<file path="src/rtl/instr_fetch_if.sv">
`default_nettype none
// ============================================================================
// Module   : instr_fetch_if
// Brief    : Fetch-stage bus bundle covering the instruction-memory request and
//            response channel, the decode-side valid/ready, and redirect.
// Revision : 1.0 - initial release
// ============================================================================
interface instr_fetch_if;
    logic        o_imem_req;
    logic [31:0] o_imem_addr;
    logic        i_imem_rdy;
    logic        i_imem_rvalid;
    logic [31:0] i_imem_rdata;
    logic [31:0] o_instr;
    logic [31:0] o_pc;
    logic        o_instr_vld;
    logic        i_instr_rdy;
    logic        i_redirect;
    logic [31:0] i_redirect_pc;

    // master: the fetch stage itself; slave: memory + decode + branch unit
    modport master (
        output o_imem_req, o_imem_addr, o_instr, o_pc, o_instr_vld,
        input  i_imem_rdy, i_imem_rvalid, i_imem_rdata, i_instr_rdy,
        input  i_redirect, i_redirect_pc
    );

    modport slave (
        input  o_imem_req, o_imem_addr, o_instr, o_pc, o_instr_vld,
        output i_imem_rdy, i_imem_rvalid, i_imem_rdata, i_instr_rdy,
        output i_redirect, i_redirect_pc
    );
endinterface
`default_nettype wire

</file>
<file path="src/rtl/instr_fetch.sv">
`default_nettype none
// ============================================================================
// Module   : instr_fetch
// Brief    : RV32I fetch stage. Owns the PC, issues word fetches, buffers
//            in-order responses in a DEPTH-entry FIFO toward decode, and
//            flushes on redirect while dropping stale in-flight responses.
// Revision : 1.0 - initial release
// ============================================================================
module instr_fetch #(
    parameter logic [31:0] RESET_PC = 32'h0000_0000,
    parameter int          DEPTH    = 2
) (
    input  wire logic     i_clk,
    input  wire logic     i_reset,
    instr_fetch_if.master bus
);
    localparam int                 c_PTR_W = $clog2(DEPTH);
    localparam int                 c_CNT_W = $clog2(2 * DEPTH + 1);
    localparam logic [c_CNT_W-1:0] c_DEPTH = c_CNT_W'(DEPTH);
    localparam logic [31:0]        c_NOP   = 32'h0000_0013;

    logic [31:0]        r_fetch_pc;
    logic [31:0]        r_resp_pc;
    logic [c_CNT_W-1:0] r_count;
    logic [c_CNT_W-1:0] r_inflight;
    logic [c_CNT_W-1:0] r_drop;
    logic [c_PTR_W-1:0] r_rd_ptr;
    logic [c_PTR_W-1:0] r_wr_ptr;
    logic [31:0]        r_fifo_pc    [DEPTH];
    logic [31:0]        r_fifo_instr [DEPTH];

    logic               w_vld;
    logic               w_handshake;
    logic               w_pop;
    logic               w_req;
    logic               w_accept;
    logic               w_discard;
    logic               w_push;
    logic [c_CNT_W-1:0] w_used;
    logic [31:0]        w_target;

    always_comb begin
        w_vld       = (r_count != '0);
        w_handshake = w_vld & bus.i_instr_rdy;
        w_pop       = w_handshake & ~bus.i_redirect;
        // A head leaving this cycle frees its slot for a new request, which is
        // what allows one instruction per cycle with only two entries.
        w_used      = r_count - c_CNT_W'(w_handshake) + r_inflight - r_drop;
        w_req       = i_reset & ~bus.i_redirect & (r_inflight < c_DEPTH) & (w_used < c_DEPTH);
        w_accept    = w_req & bus.i_imem_rdy;
        w_discard   = bus.i_imem_rvalid & (r_drop != '0);
        w_push      = i_reset & bus.i_imem_rvalid & ~w_discard & ~bus.i_redirect;
        w_target    = bus.i_redirect_pc & 32'hFFFF_FFFC;

        bus.o_imem_req  = w_req;
        bus.o_imem_addr = r_fetch_pc;
        bus.o_instr_vld = w_vld;
        bus.o_instr     = w_vld ? r_fifo_instr[r_rd_ptr] : c_NOP;
        bus.o_pc        = w_vld ? r_fifo_pc[r_rd_ptr] : 32'h0000_0000;
    end

    always_ff @(posedge i_clk) begin
        if (!i_reset) begin
            r_fetch_pc <= RESET_PC;
            r_resp_pc  <= RESET_PC;
            r_count    <= '0;
            r_inflight <= '0;
            r_drop     <= '0;
            r_rd_ptr   <= '0;
            r_wr_ptr   <= '0;
        end else begin
            r_inflight <= r_inflight + c_CNT_W'(w_accept) - c_CNT_W'(bus.i_imem_rvalid);
            if (bus.i_redirect) begin
                // Everything still outstanding after this cycle belongs to the old path
                r_fetch_pc <= w_target;
                r_resp_pc  <= w_target;
                r_count    <= '0;
                r_rd_ptr   <= '0;
                r_wr_ptr   <= '0;
                r_drop     <= r_inflight - c_CNT_W'(bus.i_imem_rvalid);
            end else begin
                if (w_accept) begin
                    r_fetch_pc <= r_fetch_pc + 32'd4;
                end
                if (w_discard) begin
                    r_drop <= r_drop - c_CNT_W'(1);
                end
                if (w_push) begin
                    r_resp_pc <= r_resp_pc + 32'd4;
                    r_wr_ptr  <= r_wr_ptr + c_PTR_W'(1);
                end
                if (w_pop) begin
                    r_rd_ptr <= r_rd_ptr + c_PTR_W'(1);
                end
                r_count <= r_count + c_CNT_W'(w_push) - c_CNT_W'(w_pop);
            end
        end
    end

    always_ff @(posedge i_clk) begin
        if (w_push) begin
            r_fifo_pc[r_wr_ptr]    <= r_resp_pc;
            r_fifo_instr[r_wr_ptr] <= bus.i_imem_rdata;
        end
    end
endmodule
`default_nettype wire

</file>
<file path="src/flat_wrapper.sv">
// flat-port wrapper written by rule: the top's interface ports become plain ports
module instr_fetch_flat 
#(
    parameter logic [31:0] RESET_PC = 32'h0000_0000,
    parameter int          DEPTH    = 2
)
  (i_clk, i_reset, bus_o_imem_req, bus_o_imem_addr, bus_o_instr, bus_o_pc, bus_o_instr_vld, bus_i_imem_rdy, bus_i_imem_rvalid, bus_i_imem_rdata, bus_i_instr_rdy, bus_i_redirect, bus_i_redirect_pc);
  instr_fetch_if bus_i ();
  input  wire logic i_clk;
  input  wire logic i_reset;
  output wire logic [$bits(bus_i.o_imem_req)-1:0] bus_o_imem_req;
  output wire logic [$bits(bus_i.o_imem_addr)-1:0] bus_o_imem_addr;
  output wire logic [$bits(bus_i.o_instr)-1:0] bus_o_instr;
  output wire logic [$bits(bus_i.o_pc)-1:0] bus_o_pc;
  output wire logic [$bits(bus_i.o_instr_vld)-1:0] bus_o_instr_vld;
  input wire logic [$bits(bus_i.i_imem_rdy)-1:0] bus_i_imem_rdy;
  input wire logic [$bits(bus_i.i_imem_rvalid)-1:0] bus_i_imem_rvalid;
  input wire logic [$bits(bus_i.i_imem_rdata)-1:0] bus_i_imem_rdata;
  input wire logic [$bits(bus_i.i_instr_rdy)-1:0] bus_i_instr_rdy;
  input wire logic [$bits(bus_i.i_redirect)-1:0] bus_i_redirect;
  input wire logic [$bits(bus_i.i_redirect_pc)-1:0] bus_i_redirect_pc;
  assign bus_o_imem_req = bus_i.o_imem_req;
  assign bus_o_imem_addr = bus_i.o_imem_addr;
  assign bus_o_instr = bus_i.o_instr;
  assign bus_o_pc = bus_i.o_pc;
  assign bus_o_instr_vld = bus_i.o_instr_vld;
  assign bus_i.i_imem_rdy = bus_i_imem_rdy;
  assign bus_i.i_imem_rvalid = bus_i_imem_rvalid;
  assign bus_i.i_imem_rdata = bus_i_imem_rdata;
  assign bus_i.i_instr_rdy = bus_i_instr_rdy;
  assign bus_i.i_redirect = bus_i_redirect;
  assign bus_i.i_redirect_pc = bus_i_redirect_pc;
  instr_fetch #(.RESET_PC(RESET_PC), .DEPTH(DEPTH)) u_core (.i_clk(i_clk), .i_reset(i_reset), .bus(bus_i));
endmodule
</file>
<file path="config.mk">
export PLATFORM = sky130hd
export DESIGN_NAME = instr_fetch_flat
export DESIGN_NICKNAME = d
export VERILOG_FILES = /design/src/rtl/instr_fetch_if.sv /design/src/rtl/instr_fetch.sv /design/src/flat_wrapper.sv
export SDC_FILE = /design/constraint.sdc
export NUM_CORES = 1
export LEC_CHECK = 0
export CAP_MARGIN = 20
export CORE_MARGIN = 10
export CORE_UTILIZATION = 45
export CTS_BUF_LIST = sky130_fd_sc_hd__clkbuf_4 sky130_fd_sc_hd__clkbuf_8
export DETAILED_ROUTE_END_ITERATION = 16
export GPL_TIMING_DRIVEN = 0
export PLACE_DENSITY = 0.79
export SETUP_SLACK_MARGIN = 0.1
export SYNTH_ARGS = -nofsm -noshare
export SYNTH_HDL_FRONTEND = slang
export SYNTH_SLANG_ARGS = --single-unit
</file>
<file path="constraint.sdc">
create_clock -name i_clk -period 8.08 [get_ports i_clk]
set_input_delay 1.616 -clock i_clk [delete_from_list [all_inputs] [get_ports i_clk]]
set_output_delay 1.616 -clock i_clk [all_outputs]
set_load 0.02 [all_outputs]
</file>
==> out/qor.yml, run 1 <==
synth:
  synth_top_cell_area_share_pct: 42.7
  synthesis.area_sq_um: 8710
  ys_warn_count: 0
  ys_seq_elements: 196
  syn_area_per_cell_sq_um: 11.5
  synthSimpleGateAreaFrac_pct: 14.3
  synth_cell_types: 56
  yosys-mux-area-fraction_pct: 7.58
  synth_edf_count: 124
  synth_xor_area_share_pct: 4.61
  synthAdderAreaFrac_pct: 2.96
  yosys.area.top_type: "edfxtp_1"
  synth.area.top_cells: "edfxtp_1, dfxtp_1, mux2i_1"
  synthFlopType: "edfxtp_1"
  syn_inst: 759
  synth_top_family_by_area: "simple AND/OR/NAND/NOR gates"
  synth_compound_area_share_pct: 8.03
  seq_area_frac_synth_pct: 59.3
  synth-async-reset-ratio_pct: 0
worst_setup_path:
  worst_ep_required_time_ps: 6460
  max_stage_delay_ps: 570
  crit_chain: "clkdlybuf4s50_1 -> nand2_1 -> fa_1 -> inv_1 -> fa_1 -> nand2b_1 -> fa_1 -> xnor2_1 -> xor2_1 -> nor2_1 -> clkdlybuf4s50_1"
  startpoint: "bus_i_instr_rdy"
  critical_path_class: "primary input to primary output"
  crit_slowest_cell: "clkdlybuf4s50_1"
  crit_family: "adder cells"
  start_kind: "primary input"
  timing.rr.start: "u_core.r_count[2]"
  endpoint_kind: "primary output"
  path_max_fanout: 7
  path_buf_inv: 3
  crit_top_cell: "fa_1"
  arrival_ps: 5400
clock_tree:
  post-cts-setup-buffers: 0
  h-tree-depth: 4
  hold_buffers: 0
  clk_path_buf_depth: 2
  numCtsBuffers: 17
  cts_tree: "built"
  clk_pin_slew_ps: 100
  clock-root-buffer: "clkbuf_8"
  clk_latency_ps: 460
  clkSinkCount: 196
  post_cts_resized: 0
sta:
  clock.fmax_mhz: 143
  rsz0062_at_grt: "false"
  finalCriticalPeriod_ps: 7010
  finalHoldViolCount: 0
  worstMarginPinSlew_ps: 949
  finalCritPeriodShare_pct: 86.8
  setup_violations: 0
  slew_violations: 0
  skew_ps: 17.4
  relSlewSlack_pct: 36.2
global_routing:
  antenna_found_initial: 0
  grt_pass1_wl_mm: 35.3
  grtUsageMet1_pct: 23.2
  grt_max_degree: 63
  overflow: 0
  grt_use_met2_pct: 26.4
  first_global_vias: 6421
  grt_usage_pct: 17.4
  met3_usage_pct: 5.55
  top_usage_layer: "met2"
route:
  wl_mm: 22.7
  vias_per_cell: 5.42
  wl_per_cell_um: 18.6
  drt_iter0_markers: 686
  drt_drc_violations_left: 0
  ant_nets: 0
  dr.pass1.iters: 5
  vias: 6614
floorplanning:
  io_pins: 168
  die_w_um: 159
  initial_utilization_pct: 46.1
  rows: 50
  dieArea_sq_um: 25300
  die_h_um: 159
  coreArea_sq_um: 18900
final_layout:
  fin_area_sq_um: 11100
  antenna_cells: 0
  layout-drive-gt1-share_pct: 5.72
  final_nets: 1035
  finish.utilization_pct: 58.9
  area_growth_pct: 27.6
hold_path:
  hold_class: "flop to flop"
  hold_path_startpoint: "u_core.bus.o_imem_addr[31]"
placed_design:
  gp_congestion: 0.918
  hpwl_mm: 16.9
  io_buffers: 160
  place_area_sq_um: 10700
power:
  ir_worst_vdd_uv: 145
  power_density_nw_per_um2: 192
  leakage_uw: 0.00360
run_status:
  status: "finished, final reports clean"
flow_run:
  cap_violations: 0
[placed cells by master (no fill, tap or decap), types with 5 or more instances in the layout]
| master | instances |
|---|---|
| clkbuf_8 | 17 |
| nand3_1 | 28 |
| inv_1 | 29 |
| buf_6 | 5 |
| xnor2_1 | 21 |
| fa_1 | 6 |
| buf_1 | 6 |
| clkdlybuf4s50_1 | 160 |
| nor3_1 | 10 |
| edfxtp_1 | 124 |
| o21ai_0 | 32 |
| nor4_1 | 10 |
| ha_1 | 11 |
| buf_4 | 5 |
| nand2_1 | 41 |
| and3_1 | 8 |
| mux2i_1 | 66 |
| dfxtp_1 | 72 |
| xor2_1 | 19 |
| nor2_1 | 96 |
| clkbuf_1 | 25 |
| a211oi_1 | 7 |
| or3_1 | 9 |
| a31oi_1 | 14 |
| and4_1 | 6 |
| a21oi_1 | 40 |
| nand4_1 | 19 |
[cell usage after synthesis (3+ instances only)]
cell	number
edfxtp_1	124
nor2_1	96
dfxtp_1	72
mux2i_1	66
nand2_1	41
a21oi_1	40
o21ai_0	32
inv_1	29
nand3_1	28
clkbuf_1	25
xnor2_1	21
nand4_1	19
xor2_1	19
a31oi_1	14
ha_1	11
nor3_1	11
nor4_1	10
and3_1	9
or3_1	9
a211oi_1	7
and4_1	6
buf_1	6
fa_1	6
and2_1	4
buf_4	4
nor4_2	4
o211ai_1	4
nor2b_1	3
o31ai_1	3
or4_1	3
[per-stage QoR]
stage                     instances  worst slack, ps  hold WS [ps]  TNS [ps]  power (uW)
after floorplan                 762             1040           445         0        1400
after global placement         1182            -1520           465    -93870        1540
after detailed placement       1189             1080           474         0        1550
after CTS                      1221             1040           500         0        2150
final                          1221             1070           503         0        2140
after global routing           1221              837           530         0        2230
[logic make-up (layout without fill, tap and decap cells)]
kind of cell    Yosys count  count (layout)
compound gates          118             118
xor+xnor                 42              42
fa+ha+maj                17              17
buf+inv                  68             267
flops                   196             196
mux                      66              66
other cells               1               4
simple gates            251             251
[worst paths after layout]
path	endpoint	slack [ps]	cells past startpoint
max reg2reg	u_core.r_inflight[2]	2950	19
max	bus_o_imem_req	1070	11
min reg2reg	u_core.bus.o_imem_addr[31]	500	2
min	u_core.bus.o_imem_addr[31]	500	2
[power breakdown]
| group | switching, uW | leakage [uW] | internal [uW] |
|---|---|---|---|
| combinational | 214 | 0.00170 | 166 |
| sequential | 43.0 | 0.00173 | 1110 |
| clock | 335 | 0.000174 | 270 |
| total | 592 | 0.00360 | 1550 |
[registers in the layout, indices dropped and copies added, names as in the netlist, named ones only]
signal / flops
u_core.r_wr_ptr: 1
u_core.r_fifo_pc: 60
u_core.r_fifo_instr: 64
u_core.r_resp_pc: 30
u_core.r_count: 3
u_core.r_inflight: 3
u_core.r_rd_ptr: 1
u_core.bus.o_imem_addr: 30
u_core.r_drop: 3
[cell type report]
class                      instances  area (sq um)
sequential                       196          5160
fill                            1551          7770
tap                              260           325
inverter                          30           113
buffer                            38           168
multi-input combinational        498          3290
clock buffer                      17           234
clock inverter                    15           141
timing repair buffer             167          1680
[layer usage]
| metal | routed length, um | vias to the layer above |
|---|---|---|
| met5 | 0 | - |
| met3 | 2150 | 36 |
| li1 | - | 3134 |
| met1 | 9880 | 3092 |
| met2 | 10200 | 352 |
| met4 | 453 | 0 |
[worst reg2reg max path: stages, from the launching register on]
cell,delay [ps]
dfxtp_1,370
nor3_1,440
buf_4,240
inv_1,100
nand2_1,170
fa_1,430
inv_1,80
fa_1,420
nand2b_1,170
fa_1,380
xnor2_1,460
xnor2_4,260
nand2_2,240
inv_2,110
buf_2,250
ha_1,190
inv_1,60
fa_1,410
xnor2_1,170
nor2_1,50
Note: power is estimated with default switching activity, not from simulation.
==> run 2, diff against run 1 <==
--- a/config.mk
+++ b/config.mk
@@ -7,12 +7,13 @@
 export LEC_CHECK = 0
 export CAP_MARGIN = 20
 export CORE_MARGIN = 10
-export CORE_UTILIZATION = 45
+export CORE_UTILIZATION = 51
 export CTS_BUF_LIST = sky130_fd_sc_hd__clkbuf_4 sky130_fd_sc_hd__clkbuf_8
 export DETAILED_ROUTE_END_ITERATION = 16
 export GPL_TIMING_DRIVEN = 0
-export PLACE_DENSITY = 0.79
+export PLACE_DENSITY = 0.87
 export SETUP_SLACK_MARGIN = 0.1
+export SLEW_MARGIN = 30
 export SYNTH_ARGS = -nofsm -noshare
 export SYNTH_HDL_FRONTEND = slang
 export SYNTH_SLANG_ARGS = --single-unit
==> run 2 against run 1 <==
  * First-iteration DRC count shrank 36%
  * Register-to-register slack gained 110 ps
  * Worst setup slack lost 13 ps
  * Worst hold slack lost 11 ps
  * Sequential power is essentially flat
  * Critical path depth is the same
  * Final area shrank 0.17%
==> out/qor.yml, run 2 (same netlist as run 1, synthesis figures left out) <==
clock_tree:
  clk_path_buf_depth: 2  # unchanged
  post-cts-setup-buffers: 0  # unchanged
  h-tree-depth: 4  # unchanged
  clkSinkCount: 196  # unchanged
  clk_latency_ps: 470  # was 460 ps
  numCtsBuffers: 17  # unchanged
  post_cts_resized: 0  # unchanged
  cts_tree: "built"  # unchanged
  hold_buffers: 0  # unchanged
  clk_pin_slew_ps: 100  # about the same
  clock-root-buffer: "clkbuf_8"  # unchanged
hold_path:
  hold_class: "flop to flop"  # unchanged
final_layout:
  largestRegisters: "u_core.r_fifo_instr x64, u_core.r_fifo_pc x60"  # unchanged
  instances_no_fill: 1184  # was 1,221
  fin_area_sq_um: 11100  # about the same
  area_growth_pct: 27.4  # was 27.6%
  final_nets: 1038  # was 1,035
  multi_input_area_sq_um: 3290  # about the same
  largest_register_ff_count: 64  # unchanged
  regMostFlops: "u_core.r_fifo_instr"  # unchanged
  mostFrequentLayoutCells: "clkdlybuf4s50_1, edfxtp_1, nor2_1"  # unchanged
  seqCellArea_sq_um: 5160  # unchanged
  fillers: 1261  # was 1,551
  antenna_cells: 0  # unchanged
  final_common_cell: "clkdlybuf4s50_1"  # unchanged
  layout-drive-gt1-share_pct: 6.43  # was 5.72%
floorplanning:
  rows: 47  # was 50
  dieArea_sq_um: 22700  # was 25,300 sq um
  initial_utilization_pct: 52.4  # was 46.1%
  coreArea_sq_um: 16600  # was 18,900 sq um
  die_h_um: 151  # was 159 um
  die_w_um: 151  # was 159 um
  io_pins: 168  # unchanged
placed_design:
  place_area_sq_um: 10700  # about the same
  gp_congestion: 0.922  # was 0.918
  io_buffers: 160  # unchanged
  hpwl_mm: 16.7  # was 16.9 mm
  dp.cells: 1152  # was 1,189
  dp_slack_ps: 1100  # was 1080 ps
power:
  power_frac_seq_pct: 53.7  # was 53.9%
  ir_worst_vdd_uv: 117  # was 145 uV
  p_sw_uw: 585  # was 592 uW
  leakage_uw: 0.00365  # was 0.00360 uW
  power_density_nw_per_um2: 193  # was 192 nW/um^2
  p_comb_share_pct: 17.8  # about the same
  clkPwrFrac_pct: 28.5  # was 28.3%
  intPower_uw: 1560  # was 1550 uW
  swShare_pct: 27.2  # was 27.7%
worst_setup_path:
  arrival_ps: 5410  # was 5400 ps
  crit_chain: "clkdlybuf4s50_1 -> nand2_1 -> fa_1 -> inv_1 -> fa_1 -> nand2b_1 -> fa_1 -> xnor2_1 -> xor2_1 -> nor2_1 -> clkdlybuf4s50_1"  # unchanged
  worst_ep_required_time_ps: 6460  # about the same
  endpoint_kind: "primary output"  # unchanged
  start_kind: "primary input"  # unchanged
  max_stage_delay_ps: 570  # about the same
  crit_top_cell: "fa_1"  # unchanged
  path_max_fanout: 7  # unchanged
  crit_family: "adder cells"  # unchanged
  path_buf_inv: 3  # unchanged
  crit_slowest_cell: "clkdlybuf4s50_1"  # unchanged
  critical_path_class: "primary input to primary output"  # unchanged
global_routing:
  antenna_found_initial: 0  # unchanged
  grt_max_degree: 37  # was 63
  grt_usage_pct: 19.3  # was 17.4%
  overflow: 0  # unchanged
  grt_pass1_wl_mm: 34.3  # was 35.3 mm
  first_global_vias: 6503  # was 6,421
sta:
  relSlewSlack_pct: 35.9  # was 36.2%
  postLayoutSetupSlackWorst_ps: 1050  # was 1070 ps
  clock.fmax_mhz: 142  # was 143 MHz
  finalCriticalPeriod_ps: 7030  # was 7010 ps
  worstMarginPinSlew_ps: 954  # was 949 ps
  finalCritPeriodShare_pct: 87.0  # was 86.8%
  skew_ps: 15.7  # was 17.4 ps
  slew_violations: 0  # unchanged
  setup_violations: 0  # unchanged
  finalHoldViolCount: 0  # unchanged
  fin_setup_tns_ps: 0  # unchanged
  rsz0062_at_grt: "false"  # unchanged
route:
  wl_per_cell_um: 18.8  # was 18.6 um
  vias_per_cell: 5.58  # was 5.42
  drt_drc_violations_left: 0  # unchanged
  dr.pass1.iters: 5  # unchanged
  vias: 6611  # was 6,614
  wl_mm: 22.3  # was 22.7 mm
  drt_iter0_markers: 441  # was 686
  ant_nets: 0  # unchanged
flow_run:
  cap_violations: 0  # unchanged
run_status:
  status: "finished, final reports clean"  # unchanged
-- run 2: changes by cell type in the layout (fill, tap and decap cells not counted), moves of 3 or more --
cell | previous run | this run
clkinvlp_4 | 4 | 1
clkinv_1 | 4 | 1
clkbuf_4 | 0 | 3
inv_4 | 0 | 3
clkbuf_8 | 17 | 21
buf_4 | 5 | 10
-- run 2: final cells by class --
cell class | instances | area share (%)
repair buffers | 170 | 15.3
flip-flops and latches | 196 | 46.5
plain buffers | 38 | 1.51
well taps | 220 | 2.48
inverters | 30 | 1.01
clock inverters | 8 | 0.665
clock buffers | 24 | 2.81
multi-input cells | 498 | 29.7
-- run 2: metal layers --
metal | vias up | track usage (%) | wire, um | share of wire [%]
li1 | 3135 | - | - | -
met1 | 3088 | 24.2 | 9470 | 43
met2 | 350 | 30.8 | 10200 | 46
met3 | 38 | 6.03 | 2240 | 10
met4 | 0 | 7.03 | 384 | 1.7
met5 | - | 0 | 0 | 0
-- run 2: final timing paths --
check                             startpoint                         end  slack (ps)  depth (start not counted)
setup / recovery             bus_i_instr_rdy              bus_o_imem_req        1050                         11
hold / removal    u_core.bus.o_imem_addr[31]  u_core.bus.o_imem_addr[31]         490                          2
setup reg to reg           u_core.r_count[2]        u_core.r_inflight[2]        3060                         19
hold reg to reg   u_core.bus.o_imem_addr[31]  u_core.bus.o_imem_addr[31]         490                          2
-- run 2: through the flow --
step           power (uW)  util [%]  hold WS, ps
6_report             2150      66.7          492
5_1_grt              2240      66.7          518
4_1_cts              2150      66.7          488
3_5_place_dp         1550      64.4          471
3_3_place_gp         1540      63.7          459
2_1_floorplan        1400         -          445
-- run 2: power groups by stage --
stage	clock [uW]	combinational, uW	sequential (uW)
6_report	613	381	1150
5_1_grt	665	417	1160
4_1_cts	621	382	1150
3_5_place_dp	0	378	1170
3_3_place_gp	0	365	1180
2_1_floorplan	0	223	1180
-- run 2: worst register-to-register path, stage by stage (launching register included) --
cell      delay, ps
dfxtp_1         370
nor3_2          300
buf_4           220
inv_1           100
nand2_1         180
fa_1            440
inv_1            80
fa_1            410
nand2b_1        160
fa_1            380
xnor2_1         460
xnor2_4         260
nand2_2         280
inv_2           130
buf_2           270
ha_1            200
inv_1            50
fa_1            400
xnor2_1         170
nor2_1           50
